### config.mk
export PLATFORM = sky130hd
export DESIGN_NAME = pipeline_hazard_ctrl
export DESIGN_NICKNAME = d
export VERILOG_FILES = /design/src/rtl/pipeline_hazard_ctrl.sv
export SDC_FILE = /design/constraint.sdc
export NUM_CORES = 1
export LEC_CHECK = 0
export CAP_MARGIN = 20
export CORE_MARGIN = 2
export CORE_UTILIZATION = 48
export DETAILED_ROUTE_END_ITERATION = 10
export GPL_TIMING_DRIVEN = 0
export PLACE_DENSITY = 0.8
export SYNTH_ARGS = -nofsm -noshare
export SYNTH_HDL_FRONTEND = slang
export SYNTH_SLANG_ARGS = --single-unit
### constraint.sdc
create_clock -name clk -period 2.8 [get_ports clk]
set_input_delay 0.56 -clock clk [delete_from_list [all_inputs] [get_ports clk]]
set_output_delay 0.56 -clock clk [all_outputs]
set_load 0.005 [all_outputs]
### src/rtl/pipeline_hazard_ctrl.sv
// Stall/flush sequencer for a 5-stage pipeline (IF, ID, EX, MEM, WB).
// It covers load-use hazards, the MDU start/done handshake, data-memory wait
// states and taken-branch flushes. It also keeps saturating stall/flush counters.
//
// state  | meaning
// IDLE   | no MDU op in flight; an MDU op in EX stalls and launches
// LAUNCH | mdu_start pulse cycle, EX held
// BUSY   | waiting for mdu_done, EX held until the done cycle
// HELD   | done arrived under a memory wait; release once the wait clears
module pipeline_hazard_ctrl #(
  parameter int REG_LOG = 5,
  parameter int CNT_W   = 32
) (
  input  logic                 clk,
  input  logic                 rst,
  input  logic [3*REG_LOG-1:0] rs_ID,
  input  logic [2:0]           rs_use_ID,
  input  logic [REG_LOG-1:0]   rd_EX,
  input  logic                 mem_read_EX,
  input  logic                 mdu_op_EX,
  input  logic                 mdu_done,
  input  logic                 dmem_req_MEM,
  input  logic                 dmem_ready,
  input  logic                 br_taken_EX,
  output logic                 stall_IF,
  output logic                 stall_ID,
  output logic                 stall_EX,
  output logic                 stall_MEM,
  output logic                 flush_ID,
  output logic                 flush_EX,
  output logic                 flush_MEM,
  output logic                 flush_WB,
  output logic                 mdu_start,
  output logic [CNT_W-1:0]     stall_cnt,
  output logic [CNT_W-1:0]     flush_cnt
);

  typedef enum logic [1:0] {
    IDLE   = 2'd0,
    LAUNCH = 2'd1,
    BUSY   = 2'd2,
    HELD   = 2'd3
  } state_t;

  state_t           state_q, state_d;
  logic             mdu_start_q, mdu_start_d;
  logic             ret_q, ret_d;
  logic             stall_ex_q;
  logic [CNT_W-1:0] stall_cnt_q, flush_cnt_q;

  logic mem_wait;
  logic src_hit;
  logic load_use;
  logic relaunch_blk;
  logic mdu_stall;
  logic br_flush;

  assign mem_wait = dmem_req_MEM & ~dmem_ready;

  // Compare each source that is actually read against the EX load destination.
  always_comb begin
    src_hit = 1'b0;
    for (int i = 0; i < 3; i++) begin
      if (rs_use_ID[i] && (rs_ID[(3-i)*REG_LOG-1 -: REG_LOG] == rd_EX))
        src_hit = 1'b1;
    end
  end

  assign load_use = mem_read_EX & (|rd_EX) & src_hit;

  // The cycle right after an MDU op completes must not re-launch the same op if EX was held.
  assign relaunch_blk = ret_q & stall_ex_q;

  assign mdu_stall = (state_q == LAUNCH) |
                     ((state_q == BUSY) & ~mdu_done) |
                     ((state_q == IDLE) & mdu_op_EX & ~relaunch_blk);

  // Prioritised stall/flush decode: mem wait, then MDU, then load-use, then branch.
  always_comb begin
    stall_IF  = 1'b0;
    stall_ID  = 1'b0;
    stall_EX  = 1'b0;
    stall_MEM = 1'b0;
    flush_ID  = 1'b0;
    flush_EX  = 1'b0;
    flush_MEM = 1'b0;
    flush_WB  = 1'b0;
    br_flush  = 1'b0;
    if (mem_wait) begin
      stall_IF  = 1'b1;
      stall_ID  = 1'b1;
      stall_EX  = 1'b1;
      stall_MEM = 1'b1;
      flush_WB  = 1'b1;
    end else if (mdu_stall) begin
      stall_IF  = 1'b1;
      stall_ID  = 1'b1;
      stall_EX  = 1'b1;
      flush_MEM = 1'b1;
    end else if (load_use) begin
      stall_IF  = 1'b1;
      stall_ID  = 1'b1;
      flush_EX  = 1'b1;
    end else if (br_taken_EX) begin
      flush_ID  = 1'b1;
      flush_EX  = 1'b1;
      br_flush  = 1'b1;
    end
  end

  // Next-state logic for the MDU handshake.
  always_comb begin
    state_d = state_q;
    unique case (state_q)
      IDLE:   if (mdu_op_EX && !mem_wait && !relaunch_blk) state_d = LAUNCH;
      LAUNCH: state_d = BUSY;
      BUSY:   if (mdu_done) state_d = mem_wait ? HELD : IDLE;
      HELD:   if (!mem_wait) state_d = IDLE;
      default: state_d = IDLE;
    endcase
    mdu_start_d = (state_q == IDLE) && (state_d == LAUNCH);
    ret_d       = ((state_q == BUSY) || (state_q == HELD)) && (state_d == IDLE);
  end

  // MDU FSM state with its registered launch pulse and re-launch guard history.
  always_ff @(posedge clk or posedge rst) begin
    if (rst) begin
      state_q     <= IDLE;
      mdu_start_q <= 1'b0;
      ret_q       <= 1'b0;
      stall_ex_q  <= 1'b0;
    end else begin
      state_q     <= state_d;
      mdu_start_q <= mdu_start_d;
      ret_q       <= ret_d;
      stall_ex_q  <= stall_EX;
    end
  end

  // Saturating performance counters.
  always_ff @(posedge clk or posedge rst) begin
    if (rst) begin
      stall_cnt_q <= '0;
      flush_cnt_q <= '0;
    end else begin
      if (stall_IF && (stall_cnt_q != {CNT_W{1'b1}}))
        stall_cnt_q <= stall_cnt_q + CNT_W'(1);
      if (br_flush && (flush_cnt_q != {CNT_W{1'b1}}))
        flush_cnt_q <= flush_cnt_q + CNT_W'(1);
    end
  end

  assign mdu_start = mdu_start_q;
  assign stall_cnt = stall_cnt_q;
  assign flush_cnt = flush_cnt_q;

endmodule

==> flow_summary.toml <==
[run_status]
status = "finished clean"

[synthesis]
syn_area_per_cell_um2 = 10.4
yosysSeqAreaShare = 0.466
yosys_warnings = 0
synth_area_mm2 = 0.00371
syn_inst = 357
synth_edf_count = 0
yosys_register_bits = 69
synthArstFlopShare = 1.00
synth_ff_type = "dfrtp_1"
yosysUniqueCellTypes = 43
synthesis.nets = 390

[final_layout]
drive_gt1_frac = 0.138
area_growth_pct = 39.2
antennaDiodeCount = 0
final_cells = 587
nNetsFinal = 513

[die]
fp.dieW_um = 91.9
dieArea_mm2 = 0.00844
coreArea_mm2 = 0.00761
pin_count = 104
start_util = 0.487
fp.dieH_um = 91.9
rows = 32

[routing]
detail-route-antenna-nets = 0
avgRoutedWirePerCell_um = 15.7
vias = 3222
viasPerCell = 5.49
drcViolationCount = 0
drtPass1Iterations = 4
first_iter_violations = 255
finalWirelength_mm = 9.24

[setup_path]
worst_r2r_endpoint = "flush_cnt[2]$_DFFE_PP0P_"
slowest_stage = "clkdlybuf4s50_1"
ff2ff_setup_slack_ns = 0.31
cp.arrival_ns = 2.15
crit_chain = "clkdlybuf4s50_1 > xnor2_1 > and3_4 > o31ai_4 > bufinv_8 > buf_4 > clkdlybuf4s15_1"
setup.worst_path.start = "rs_ID[1]"
cpPeakStageDelay_ns = 0.41
path_class = "in -> out"
cp.required_ns = 2.24
crit_end = "stall_ID"
cp_max_fo = 4
end_kind = "output port"
start_kind = "input port"
reg2reg_depth = 9
r2r_start = "state_q[0]$_DFF_PP0_"

[clock_network]
cts_root_buffer = "clkbuf_8"
clock-sinks = 69
numCtsBuffers = 9
clockBufferDepth = 2
clkSlewWorstSetupHoldPaths_ns = 0.07
cts_hold_buf = 0
clock_latency_ns = 0.34
htreeDepth = 3
cts_tree = "built"

[timing]
worstMarginPinSlew_ns = 0.838
layout_setup_ws_ns = 0.0907
hold_violations = 0
fin_crit_sh = 0.968
period_needed_ns = 2.71
worst_clock_skew_ns = 0.00991
fin_setup_tns_ns = 0
max_freq_ghz = 0.369
slew_headroom = 0.441
final_max_slew_viol_count = 0
setup_viol = 0
rsz0062_at_grt = "no"

[global_routing]
grt-ovfl-total = 0
grt_util_all_layers = 0.222
grt_pass1_vias = 3087
grt_first_pass_wirelength_mm = 15.0
grt_max_degree = 70
antenna_found_initial = 0

[power_and_ir_drop]
ir_worst_vdd_uv = 454
p_per_area_mw_per_mm2 = 617
power_w = 0.00318
p_leak_nw = 2.18

[place]
dp.cells = 561
gp_congestion = 0.863
hpwl_mm = 6.63
pre_cts_slack_ns = -1.02
port_buffers = 102

[hold_path]
hold_class = "reg -> reg"

[run]
max_cap_violations = 0
-- worst max-delay path, delay by kind of cell --
kind,cells,cell delay (ns)
compound gates,1,0.29
buf+inv,4,0.97
simple gates,1,0.19
xor+xnor,1,0.13
-- Yosys cell counts, types with 3 or more instances --
cell / number / share of area
dfrtp_1: 69 / 0.47
xnor2_1: 49 / 0.12
nand3_1: 41 / 0.055
xor2_1: 26 / 0.061
nand4_1: 23 / 0.039
nand2_1: 22 / 0.022
and3_1: 18 / 0.030
nor3_1: 15 / 0.020
nor2_1: 14 / 0.014
inv_1: 8 / 0.0081
nor4_2: 8 / 0.027
clkbuf_1: 6 / 0.0061
nor4_1: 6 / 0.010
and4_1: 5 / 0.012
and2_1: 3 / 0.0051
buf_2: 3 / 0.0041
nand4b_1: 3 / 0.0071
or4_1: 3 / 0.0061
-- logic make-up after synthesis --
group	after synthesis	share of synthesized area
adder cells (fa/ha/maj)	2	0.00675
AND/OR/NAND/NOR	174	0.281
buffers and inverters	22	0.0300
flip-flops	69	0.466
multiplexers	2	0.00608
XOR/XNOR	76	0.182
AO/OA/AOI/OAI	12	0.0287
-- layer usage --
| metal | vias up | wire [µm] | global-route usage |
|---|---|---|---|
| li1 | 1526 | - | - |
| met2 | 111 | 4420 | 0.343 |
| met4 | 0 | 79 | 0.0672 |
| met3 | 7 | 554 | 0.0485 |
| met5 | - | 0 | 0 |
| met1 | 1578 | 4190 | 0.316 |
-- repair_timing --
action | 4_1_cts | 5_1_grt
cloned | 1 | 0
setup endpoints to repair | 4 | 3
pin swaps | 10 | 9
resized for setup | 43 | 5
buffers inserted | 9 | 2
-- registers in the layout, indices dropped and copies added (netlist names) --
register	flops
state_q	2
flush_cnt	32
mdu_start	1
stall_cnt	32
stall_ex_q	1
ret_q	1
-- through the flow --
stage,util,area [µm²],hold slack [ns]
5_1_grt,0.678,5160,0.511
3_3_place_gp,0.638,4850,0.477
6_report,0.678,5160,0.490
3_5_place_dp,0.638,4860,0.477
2_1_floorplan,-,3710,0.477
4_1_cts,0.674,5130,0.494
-- area by class of cell --
class / count / area (µm²)
inverter: 9 / 50.0
clock buffer: 11 / 151
timing repair inverter: 1 / 6.26
multi-input combinational: 266 / 1920
sequential: 69 / 1730
tap: 102 / 128
fill: 613 / 2450
clock inverter: 5 / 35.0
buffer: 11 / 58.8
timing repair buffer: 113 / 1080
-- cells in the final DEF, fill, tap and decap left out, drive strengths merged, types with 3 or more instances in the layout --
master	Yosys	routed
clkdlybuf4s50	0	84
dfrtp	69	69
xnor2	50	50
nand3	42	42
xor2	26	26
nand4	23	23
nand2	22	22
buf	7	20
and3	18	18
clkbuf	6	17
nor3	15	15
nor2	14	14
nor4	14	14
dlygate4sd2	0	9
inv	9	9
and4	5	5
clkinvlp	0	4
or4	4	4
and2	3	3
nand4b	3	3
nor4b	3	3
clkdlybuf4s15	0	3
o21ai	3	3
-- power by group --
part | switching (W) | internal (W)
combinational | 0.000534 | 0.000603
clock | 0.000384 | 0.000368
sequential | 0.000167 | 0.00112
total | 0.00109 | 0.00209
-- worst min path at each step --
stage | slack (ns) | to | cells after the start | from
floorplan | 0.48 | flush_cnt[31]$_DFFE_PP0P_ | 1 | flush_cnt[31]$_DFFE_PP0P_
global placement | 0.48 | flush_cnt[27]$_DFFE_PP0P_ | 1 | flush_cnt[27]$_DFFE_PP0P_
detailed placement | 0.48 | flush_cnt[27]$_DFFE_PP0P_ | 1 | flush_cnt[27]$_DFFE_PP0P_
CTS | 0.49 | flush_cnt[27]$_DFFE_PP0P_ | 1 | flush_cnt[27]$_DFFE_PP0P_
global route | 0.51 | flush_cnt[12]$_DFFE_PP0P_ | 1 | flush_cnt[12]$_DFFE_PP0P_
finish | 0.49 | flush_cnt[31]$_DFFE_PP0P_ | 1 | flush_cnt[31]$_DFFE_PP0P_
(Power assumes the default switching activity.)
==> RTL change 1, RTL diff (same settings) <==
Put one more register stage on the output `flush_cnt`, without a reset. The value now appears one clock later. The other outputs are not delayed to match.
--- a/src/rtl/pipeline_hazard_ctrl.sv
+++ b/src/rtl/pipeline_hazard_ctrl.sv
@@ -152,7 +152,9 @@
 
   assign mdu_start = mdu_start_q;
   assign stall_cnt = stall_cnt_q;
-  assign flush_cnt = flush_cnt_q;
+  always_ff @(posedge clk) begin
+    flush_cnt <= flush_cnt_q;
+  end
 
 endmodule
 
Formal check against the unedited RTL: not equivalent (Yosys sat finds a counterexample within 4 cycles, from zero or initial values and one cycle with rst high).
==> RTL change 1 against the original RTL <==
Area after synthesis up 9.0%; die area up 8.6%; sequential cell count grew 32; global-route usage down 2.8 points; final area grew 6.8%; power increased by 16%; count of clock-buffer cells in the layout fell by 2; cell count decreased by 1.0%; wire length shrank 10%; critical path depth rose by 2; setup slack worse by 0.013 ns; critical endpoint is now stall_IF; highest routed layer unchanged.
==> RTL change 1: results <==
[power_and_ir_drop]
ir_drop_v = 0.000390

[synth]
synth_cell_types = 41
syn_avg_cell_area_um2 = 11.5
synth-seq-area-share_pct = 58.6
synth_commonest_cells = "dfrtp_1, xnor2_1, dfxtp_1"
synthArstFlopShare_pct = 68.3

[sta]
worst_pin_slew_ns = 0.827
whs_ns = 0.402

[clock_tree]
postCtsSetupRepairBufs = 7
clk_latency_ns = 0.36
path_clk_slew_ns = 0.10

[drt]
wl_met1_mm = 3.56
dr_wl_met2_mm = 4.06
dr_wl_met3_um = 487

[place]
dp_slack_ns = -0.945
dp.final_hpwl_mm = 5.96
postPlaceCellArea_um2 = 5210
place.gp.congestion = 0.807

[run_status]
outcome = "finished, final reports clean"

[cells_and_area]
design_area_um2 = 5510
drive_gt1_share_pct = 12.0
fin_nets = 504

[critical_path]
cp-endpoint = "stall_IF"
cp-startpoint = "rd_EX[4]"
r2r_end = "flush_cnt_q[1]$_DFFE_PP0P_"
r2r_cells = 7
reg2reg_slack_ns = 0.43
rr_startpoint = "flush_cnt_q[0]$_DFFE_PP0P_"
slowest_stage = "or4_1"

[hold_path]
worstHoldStart = "flush_cnt_q[30]$_DFFE_PP0P_"
min_path_cells = 0

[global_route]
gr-usage-met1_pct = 25.5
grtUsageMet3_pct = 3.99
first_global_vias = 2798
grt_pass1_wl_mm = 13.6
track_usage_pct = 19.4
RTL change 1: logic make-up (layout without fill, tap and decap cells):
kind of cell	after synthesis	in the layout	share of synthesized area [%]
compound gates	9	9	1.92
xor+xnor	77	77	16.7
fa+ha+maj	2	2	0.619
buf+inv	17	143	2.20
flops	101	101	58.6
mux	2	2	0.557
simple gates	142	142	19.4
RTL change 1: report_power, final:
part | leakage, nW | internal (mW) | total (mW) | switching, mW
Sequential | 1.18 | 1.61 | 1.76 | 0.156
Combinational | 1.02 | 0.520 | 0.961 | 0.441
Clock | 0.110 | 0.437 | 0.972 | 0.535
Total | 2.32 | 2.56 | 3.70 | 1.13
RTL change 1: layout make-up:
cell class	count	area [um^2]
inverters	9	36.3
flip-flops and latches	101	2370
clock buffers	9	124
repair buffers	110	1070
fillers	615	2670
multi-input cells	232	1640
plain buffers	8	55.1
well taps	105	131
clock inverters	7	86.3
==> RTL change 2, RTL diff (same settings) <==
Made on the original files. The parameter `REG_LOG` goes from 5 to 6.
--- a/src/rtl/pipeline_hazard_ctrl.sv
+++ b/src/rtl/pipeline_hazard_ctrl.sv
@@ -8,7 +8,7 @@
 // BUSY   | waiting for mdu_done, EX held until the done cycle
 // HELD   | done arrived under a memory wait; release once the wait clears
 module pipeline_hazard_ctrl #(
-  parameter int REG_LOG = 5,
+  parameter int REG_LOG = 6,
   parameter int CNT_W   = 32
 ) (
   input  logic                 clk,
Interface: changed (resized rd_EX and rs_ID); port bits go from 104 to 108. The function was not compared with the original's and may differ.
==> RTL change 2 against the original RTL <==
Sequential cell count unchanged; die area increased by 1.4%; fmax decreased by 1.1%; register-to-register slack improved by 0.16 ns; final area increased by 4.9%; area after synthesis increased by 1.5%; worst hold slack about the same; setup slack got worse by 0.029 ns; utilization increased by 2.9 points; power increased by 17%; wire length increased by 0.56%; via count about the same.
==> RTL change 2: results <==
[synth]
syn_avg_cell_area_um2 = 10.4
syn_nets = 397
synthTopCellsByArea = "dfrtp_1, xnor2_1, xor2_1"
synth_cell_types = 42
synth-seq-area-share_pct = 45.9

[hold_path]
worstHoldStart = "stall_cnt[6]$_DFFE_PP0P_"

[clock_tree]
clk_latency_ns = 0.34
htreeDepth = 3

[place]
postPlaceCellArea_um2 = 4960
dp_slack_ns = -0.856
place.gp.congestion = 0.886
placed_cells = 569
dp.final_hpwl_mm = 6.61
port_buffers = 107

[sta]
skew_ns = 0.0157
relSlewSlack_pct = 45.1

[drt]
dr_wl_met3_um = 600
wl_mm = 9.29
first_iter_violations = 132
via_per_inst = 5.38
wl_met1_mm = 3.98
dr_wl_met2_mm = 4.62

[power_and_ir_drop]
ir_drop_v = 0.000524
leakage_nw = 2.26

[global_route]
gr-usage-met1_pct = 28.0
grt_pass1_wl_mm = 15.2
track_usage_pct = 22.3
grtUsageMet3_pct = 6.51

[cells_and_area]
multiInputGateArea_um2 = 1950
drive_gt1_share_pct = 15.3
fin_nets = 530

[critical_path]
cp-startpoint = "rd_EX[1]"

[run_status]
outcome = "finished, final reports clean"
==> RTL change 2: worst paths after layout <==
path | end | slack [ns] | cells past startpoint
worst max-delay path | flush_ID | 0.06 | 8
worst min-delay path | stall_cnt[6]$_DFFE_PP0P_ | 0.49 | 1
worst max register to register | stall_cnt[21]$_DFFE_PP0P_ | 0.47 | 6
worst min register to register | stall_cnt[6]$_DFFE_PP0P_ | 0.49 | 1
max in group asynchronous | stall_cnt[10]$_DFFE_PP0P_ | 1.53 | 2
min in group asynchronous | stall_cnt[6]$_DFFE_PP0P_ | 0.74 | 2
==> RTL change 2: cell type report <==
type | count | area share [%]
inverters | 10 | 0.740
flip-flops and latches | 69 | 31.9
well taps | 102 | 2.36
plain buffers | 13 | 1.99
multi-input cells | 268 | 36.0
repair buffers | 122 | 21.9
clock inverters | 6 | 2.48
clock buffers | 10 | 2.55
==> RTL change 2: critical path: stages <==
cell and delay (ns):
buf_2 0.13, or4_4 0.54, o31ai_4 0.28, buf_4 0.16, nand4_1 0.15, o41ai_4 0.10
buf_6 0.15, buf_2 0.10
==> RTL change 2: cell families after synthesis <==
kind of cell / share of synthesized area, %
flip-flops: 45.9
adder cells (fa/ha/maj): 0.665
XOR/XNOR: 18.4
multiplexers: 0.998
AO/OA/AOI/OAI: 3.73
AND/OR/NAND/NOR: 26.5
buffers and inverters: 3.76
==> RTL change 2: timing repair <==
action,in CTS,in global routing
hold buffers,0,0
resized for setup,27,23
pin swaps,7,9
setup endpoints to repair,4,4
buffers inserted,10,5
==> RTL change 2: power by group <==
part	internal, mW	switching [mW]
Clock	0.706	0.379
Combinational	0.732	0.553
Sequential	1.16	0.200
